$ cat config.mk
export PLATFORM = sky130hd
export DESIGN_NAME = packet_stream_arbiter_flat
export DESIGN_NICKNAME = d
export VERILOG_FILES = /design/src/rtl/packet_stream_arbiter_pkg.sv /design/src/rtl/packet_stream_arbiter_if.sv /design/src/rtl/packet_stream_arbiter_rr_arbiter.sv /design/src/rtl/packet_stream_arbiter.sv /design/src/flat_wrapper.sv
export SDC_FILE = /design/constraint.sdc
export NUM_CORES = 1
export LEC_CHECK = 0
export CAP_MARGIN = 20
export CORE_MARGIN = 2
export CORE_UTILIZATION = 35
export CTS_CLUSTER_SIZE = 28
export DETAILED_ROUTE_END_ITERATION = 16
export GPL_TIMING_DRIVEN = 0
export PLACE_DENSITY = 0.91
export SLEW_MARGIN = 20
export SYNTH_ARGS = -nofsm -noshare
export SYNTH_HDL_FRONTEND = slang
export SYNTH_SLANG_ARGS = --single-unit
$ cat constraint.sdc
create_clock -name clk -period 3.9 [get_ports clk]
set_clock_uncertainty 0.2 [all_clocks]
set_input_delay 0.78 -clock clk [delete_from_list [all_inputs] [get_ports clk]]
set_output_delay 0.78 -clock clk [all_outputs]
set_load 0.1 [all_outputs]
$ cat src/rtl/packet_stream_arbiter_pkg.sv
// Shared types and default sizing for the packet stream arbiter.
// The default constants are used by the interface and the top level.
package pkt_arb_pkg;

  localparam int DEF_N_CH   = 4;
  localparam int DEF_DATA_W = 32;
  localparam int DEF_USER_W = 8;
  localparam int DEF_LEN_W  = 8;

  typedef enum logic [1:0] {
    IDLE,
    ARB,
    STREAM
  } arb_state_t;

endpackage

$ cat src/rtl/packet_stream_arbiter_if.sv
// Bundles the N_CH-wide upstream AXI-Stream side and the single downstream side.
// The slave modport is the arbiter's view; the master modport is the environment's view.
interface packet_stream_arbiter_if
  import pkt_arb_pkg::*;
#(
  parameter int N_CH   = DEF_N_CH,
  parameter int DATA_W = DEF_DATA_W,
  parameter int USER_W = DEF_USER_W
);

  logic [N_CH*DATA_W-1:0] s_tdata;
  logic [N_CH-1:0]        s_tvalid;
  logic [N_CH-1:0]        s_tready;
  logic [DATA_W-1:0]      m_tdata;
  logic [USER_W-1:0]      m_tuser;
  logic                   m_tvalid;
  logic                   m_tready;
  logic                   m_tlast;

  modport slave (
    input  s_tdata, s_tvalid, m_tready,
    output s_tready, m_tdata, m_tuser, m_tvalid, m_tlast
  );

  modport master (
    output s_tdata, s_tvalid, m_tready,
    input  s_tready, m_tdata, m_tuser, m_tvalid, m_tlast
  );

endinterface

$ cat src/rtl/packet_stream_arbiter_rr_arbiter.sv
// Combinational round-robin pick: first asserted req searching ptr+1, ptr+2, ... mod N_CH.
// The channel at ptr itself has the lowest priority.
module rr_arbiter #(
  parameter int N_CH = 4
) (
  input  logic [N_CH-1:0]         req,
  input  logic [$clog2(N_CH)-1:0] ptr,
  output logic [$clog2(N_CH)-1:0] gnt_idx,
  output logic                    gnt_any
);

  localparam int CH_W = $clog2(N_CH);

  logic [CH_W-1:0] cand;

  // Walk from the farthest offset to the nearest so the nearest requester wins last.
  always_comb begin
    // NOTE: every combinational output gets a default first, so no path leaves it unassigned (no latch).
    gnt_idx = '0;
    cand    = '0;
    gnt_any = |req;
    for (int i = N_CH; i >= 1; i--) begin
      cand = CH_W'((int'(ptr) + i) % N_CH);
      if (req[cand]) gnt_idx = cand;
    end
  end

endmodule

$ cat src/rtl/packet_stream_arbiter.sv
// Grants one upstream channel at a time for a whole packet of (pkt_len+1) beats,
// round-robin between packets, with zero-latency passthrough while streaming.
module packet_stream_arbiter
  import pkt_arb_pkg::*;
#(
  parameter int N_CH   = DEF_N_CH,
  parameter int DATA_W = DEF_DATA_W,
  parameter int USER_W = DEF_USER_W,
  parameter int LEN_W  = DEF_LEN_W
) (
  input  logic                      clk,
  input  logic                      rst,
  input  logic                      enable,
  input  logic [LEN_W-1:0]          pkt_len,
  packet_stream_arbiter_if.slave    bus,
  output logic [$clog2(N_CH)-1:0]   grant_ch,
  output logic                      busy,
  output logic                      pkt_done
);

  localparam int CH_W = $clog2(N_CH);

  arb_state_t      state;
  logic [LEN_W-1:0] beat_cnt;
  logic [LEN_W-1:0] len_q;
  logic [CH_W-1:0]  rr_ptr;
  logic [CH_W-1:0]  arb_idx;
  logic             arb_any;
  logic             streaming;
  logic             cur_valid;
  logic             last_beat;
  logic             xfer;

  rr_arbiter #(.N_CH(N_CH)) u_rr (
    .req     (bus.s_tvalid),
    .ptr     (rr_ptr),
    .gnt_idx (arb_idx),
    .gnt_any (arb_any)
  );

  assign streaming = (state == STREAM);
  assign cur_valid = bus.s_tvalid[grant_ch];
  assign last_beat = (beat_cnt == len_q);
  assign xfer      = streaming && cur_valid && bus.m_tready;
  assign busy      = streaming;

  // m_tvalid never looks at m_tready; only the upstream ready follows it.
  always_comb begin
    bus.s_tready = '0;
    bus.m_tvalid = 1'b0;
    bus.m_tdata  = '0;
    bus.m_tuser  = '0;
    bus.m_tlast  = 1'b0;
    if (streaming) begin
      bus.s_tready[grant_ch] = bus.m_tready;
      bus.m_tvalid           = cur_valid;
      bus.m_tdata            = bus.s_tdata[grant_ch*DATA_W +: DATA_W];
      bus.m_tuser            = USER_W'(grant_ch);
      bus.m_tlast            = cur_valid && last_beat;
    end
  end

  // NOTE: all state updates use non-blocking assignments so every register sees pre-edge values.
  always_ff @(posedge clk) begin
    if (rst) begin
      state    <= IDLE;
      beat_cnt <= '0;
      len_q    <= '0;
      rr_ptr   <= CH_W'(N_CH - 1);
      grant_ch <= '0;
      pkt_done <= 1'b0;
    end else begin
      pkt_done <= 1'b0;
      case (state)
        IDLE: begin
          if (enable) state <= ARB;
        end
        ARB: begin
          if (!enable) begin
            state <= IDLE;
          end else if (arb_any) begin
            grant_ch <= arb_idx;
            rr_ptr   <= arb_idx;
            len_q    <= pkt_len;
            beat_cnt <= '0;
            state    <= STREAM;
          end
        end
        STREAM: begin
          // Grant is held across valid gaps and ready stalls until the last beat moves.
          if (xfer) begin
            if (last_beat) begin
              beat_cnt <= '0;
              pkt_done <= 1'b1;
              state    <= ARB;
            end else begin
              beat_cnt <= beat_cnt + 1'b1;
            end
          end
        end
        default: state <= IDLE;
      endcase
    end
  end

endmodule

$ cat src/flat_wrapper.sv
// flat-port wrapper written by rule: the top's interface ports become plain ports
module packet_stream_arbiter_flat import pkt_arb_pkg::*;
#(
  parameter int N_CH   = DEF_N_CH,
  parameter int DATA_W = DEF_DATA_W,
  parameter int USER_W = DEF_USER_W,
  parameter int LEN_W  = DEF_LEN_W
)
  (clk, rst, enable, pkt_len, grant_ch, busy, pkt_done, bus_s_tdata, bus_s_tvalid, bus_m_tready, bus_s_tready, bus_m_tdata, bus_m_tuser, bus_m_tvalid, bus_m_tlast);
  packet_stream_arbiter_if #(.N_CH(N_CH), .DATA_W(DATA_W), .USER_W(USER_W)) bus_i ();
  input  logic clk;
  input  logic rst;
  input  logic enable;
  input  logic [LEN_W-1:0] pkt_len;
  output logic [$clog2(N_CH)-1:0] grant_ch;
  output logic busy;
  output logic pkt_done;
  input wire logic [$bits(bus_i.s_tdata)-1:0] bus_s_tdata;
  input wire logic [$bits(bus_i.s_tvalid)-1:0] bus_s_tvalid;
  input wire logic [$bits(bus_i.m_tready)-1:0] bus_m_tready;
  output wire logic [$bits(bus_i.s_tready)-1:0] bus_s_tready;
  output wire logic [$bits(bus_i.m_tdata)-1:0] bus_m_tdata;
  output wire logic [$bits(bus_i.m_tuser)-1:0] bus_m_tuser;
  output wire logic [$bits(bus_i.m_tvalid)-1:0] bus_m_tvalid;
  output wire logic [$bits(bus_i.m_tlast)-1:0] bus_m_tlast;
  assign bus_i.s_tdata = bus_s_tdata;
  assign bus_i.s_tvalid = bus_s_tvalid;
  assign bus_i.m_tready = bus_m_tready;
  assign bus_s_tready = bus_i.s_tready;
  assign bus_m_tdata = bus_i.m_tdata;
  assign bus_m_tuser = bus_i.m_tuser;
  assign bus_m_tvalid = bus_i.m_tvalid;
  assign bus_m_tlast = bus_i.m_tlast;
  packet_stream_arbiter #(.N_CH(N_CH), .DATA_W(DATA_W), .USER_W(USER_W), .LEN_W(LEN_W)) u_core (.clk(clk), .rst(rst), .enable(enable), .pkt_len(pkt_len), .bus(bus_i), .grant_ch(grant_ch), .busy(busy), .pkt_done(pkt_done));
endmodule
==> run_results.csv <==
group,metric,value,unit
die,ioPinCount,194,
grt,antenna_found_initial,0,
logic_synthesis,synthTopCellsByCount,"34 x and2_1, 33 x mux4_2, 23 x dfxtp_1, 22 x nand2_1",
power,p_int,523,uW
timing,rsz0062_at_grt,"no",
die,die_area,6950,um^2
power,swShare,0.343,
clock_network,cts_tree,"built",
logic_synthesis,synth_edf_count,0,
logic_synthesis,ys_seq_area_frac,0.209,
clock_network,cts-resized-gates,30,
setup_path,rr_endpoint,"u_core.beat_cnt[2]$_SDFFE_PP0P_",
power,ir_drop,0.200,mV
power,power.share.clock,0.188,
logic_synthesis,yosysTopAreaCellShare,0.337,
power,p_total,795,uW
setup_path,startpoint_type,"input port",
timing,finalHoldViolations,0,
setup_path,worstSetupEndpointType,"output pin",
timing,post-route-min-period,3800,ps
place,io_buffers,186,
place,hpwl,7910,um
die,fp.dieW,83.3,um
finish,final_util,0.698,
finish,fin_area,4180,um^2
finish,fillers,472,
die,row_count,28,
setup_path,cp.arrival,2820,ps
setup_path,r2r-start,"u_core.grant_ch[0]$_SDFFE_PP0P_",
setup_path,r2r_setup_slack,1950,ps
logic_synthesis,yosysWarnings,0,
timing,clock.fmax,0.263,GHz
place,gp_congestion,0.908,
logic_synthesis,netlist_area,2200,um^2
run_status,status,"finished clean",
power,combPwrFrac,0.502,
hold_path,hold_depth,2,
route,viasPerCell,5.19,
route,num_vias,2595,
logic_synthesis,synth_area_leader_cell,"mux4_2",
hold_path,min_from,"u_core.len_q[7]$_SDFFE_PP0P_",
clock_network,postCtsHoldBufs,0,
finish,antenna_cells,0,
route,drt_iter0_markers,57,
logic_synthesis,synth.most_common_cell,"and2_1",
clock_network,cts.sinks,23,
timing,drv_slew,0,
finish,area_growth,89.7,%
route,route.met2.wl,4860,um
clock_network,clock_latency,260,ps
timing,setup_viol,0,
route,detail-route-antenna-nets,0,
route,wl_met1,3360,um
clock_network,clk_path_buf_depth,2,
die,initial_core_util,0.368,
logic_synthesis,synth_adder_area_share,0.00568,
clock_network,cts_buffers,3,
power,switching_power,272,uW
route,wire_per_inst,18.3,um
route,firstDrtPassIters,4,
setup_path,critPathMaxFanout,1,
grt,grtUsageTotal,0.255,
logic_synthesis,synthArstFlopShare,0,
clock_network,path_clk_slew,80,ps
clock_network,htreeDepth,1,
timing,max_slew_margin,0.306,
logic_synthesis,synth.area.mux_share,0.342,
clock_network,cts_setup_buffers,0,
clock_network,root_buffer,"clkbuf_8",
logic_synthesis,ys_types,39,
logic_synthesis,ys_ff_latch,23,
finish,final_cells,500,
power,p_per_area,190,nW/um^2
grt,overflow,0,
die,core_area,5990,um^2
timing,worst_pin_slew,1040,ps
place,placed_cells,496,
route,dr_wl_met3,699,um
setup_path,critPathKind,"in2out",
finish,drive_gt1_frac,0.151,
setup_path,required,2920,ps
setup_path,r2r_cells,5,
power,p_leak,0.00160,uW
grt,grt_max_degree,13,
logic_synthesis,synthXorXnorAreaFrac,0.0318,
route,wirelength,9150,um
logic_synthesis,synthTopCellsByArea,"mux4_2 34%, dfxtp_1 21%, and2_1 9.7%",
die,die_h,83.3,um
logic_synthesis,syn_area_per_cell,9.58,um^2
grt,grt_pass1_vias,2604,
hold_path,hold_path_end,"u_core.len_q[7]$_SDFFE_PP0P_",
place,placed_area,4190,um^2
route,highest_layer,"met4",
hold_path,min_path_type,"reg2reg",
timing,timing.final.crit_share,0.974,
power,p_seq_frac,0.310,
logic_synthesis,synthFlopType,"dfxtp_1",
route,post-route-drc-count,0,
logic_synthesis,synthSimpleGateAreaFrac,0.229,
logic_synthesis,syn_inst,230,
flow_run,maxCapViolCount,0,
finish,nets,571,
grt,grt_pass1_wl,14000,um
logic_synthesis,synth-compound-area-share,0.107,
logic_synthesis,synth_top_family_by_area,"multiplexers",
critical path, stage by stage:
cell and delay, ps:
clkdlybuf4s50_1 410, mux4_2 450, and2_1 180, clkdlybuf4s50_1 990
kinds of logic after synthesis:
group / count (synthesis)
flip-flops: 23
adder cells (fa/ha/maj): 1
multiplexers: 34
AO/OA/AOI/OAI: 36
AND/OR/NAND/NOR: 93
buffers and inverters: 34
other: 1
XOR/XNOR: 8
power groups by stage:
stage | logic [uW] | clock network [uW] | registers [uW]
finish | 399 | 150 | 246
global route | 421 | 160 | 247
CTS | 401 | 149 | 246
detailed placement | 404 | 0 | 252
global placement | 394 | 0 | 252
floorplan | 212 | 0 | 257
metrics by stage:
step           hold WS, ps  setup TNS (ps)  setup slack, ps
6_report               271               0              102
5_1_grt                299               0             5.07
4_1_cts                272               0             99.5
3_5_place_dp           261            -642             -191
3_3_place_gp           257            -303             -145
2_1_floorplan          249               0              130
sequential cells by signal, summed over array words and instances, names as in the netlist:
name,count
u_core.beat_cnt,8
u_core.len_q,8
u_core.grant_ch,2
u_core.rr_ptr,2
u_core.state,2
u_core.pkt_done,1
layout by cell type, fill, tap and decap left out, drive strengths merged:
cell,count
a211o,1
a211oi,1
a21oi,11
a311oi,1
a31o,1
a31oi,7
and2,34
and3,2
and3b,1
buf,13
clkbuf,19
clkdlybuf4s15,4
clkdlybuf4s50,156
conb,6
dfxtp,23
dlygate4sd2,20
ha,1
inv,12
mux2i,1
mux4,33
nand2,22
nand2b,3
nand3,2
nand4,2
nor2,12
nor3,3
nor3b,2
o211ai,1
o21ai,8
o21bai,1
o22ai,2
o2bb2ai,1
o41ai,1
or2,2
or3,8
xnor2,8
worst max-delay path by stage:
stage / cells after the start / to / startpoint / slack [ps]
6_report: 4 / bus_m_tdata[0] / bus_s_tdata[64] / 100
5_1_grt: 5 / bus_m_tdata[21] / u_core.grant_ch[1]$_SDFFE_PP0P_ / 5
4_1_cts: 4 / bus_m_tdata[0] / bus_s_tdata[64] / 100
3_5_place_dp: 5 / bus_m_tvalid / bus_s_tvalid[3] / -190
3_3_place_gp: 5 / bus_m_tvalid / bus_s_tvalid[3] / -140
2_1_floorplan: 3 / bus_s_tready[1] / u_core.grant_ch[0]$_SDFFE_PP0P_ / 130
layout make-up:
type / instances / area [um^2] / share of cell area
Buffer: 22 / 116 / 0.0278
Clock buffer: 4 / 45.0 / 0.0108
Inverter: 12 / 45.0 / 0.0108
Multi-Input combinational cell: 178 / 1610 / 0.386
Sequential cell: 23 / 460 / 0.110
Tap cell: 75 / 93.8 / 0.0224
Timing Repair Buffer: 186 / 1810 / 0.432
metal layers:
metal,global-route usage,vias up
li1,-,1230
met1,0.290,1212
met2,0.483,136
met3,0.0497,17
met4,0.0656,0
met5,0,-
No activity file was read; power rests on OpenSTA's default activity.
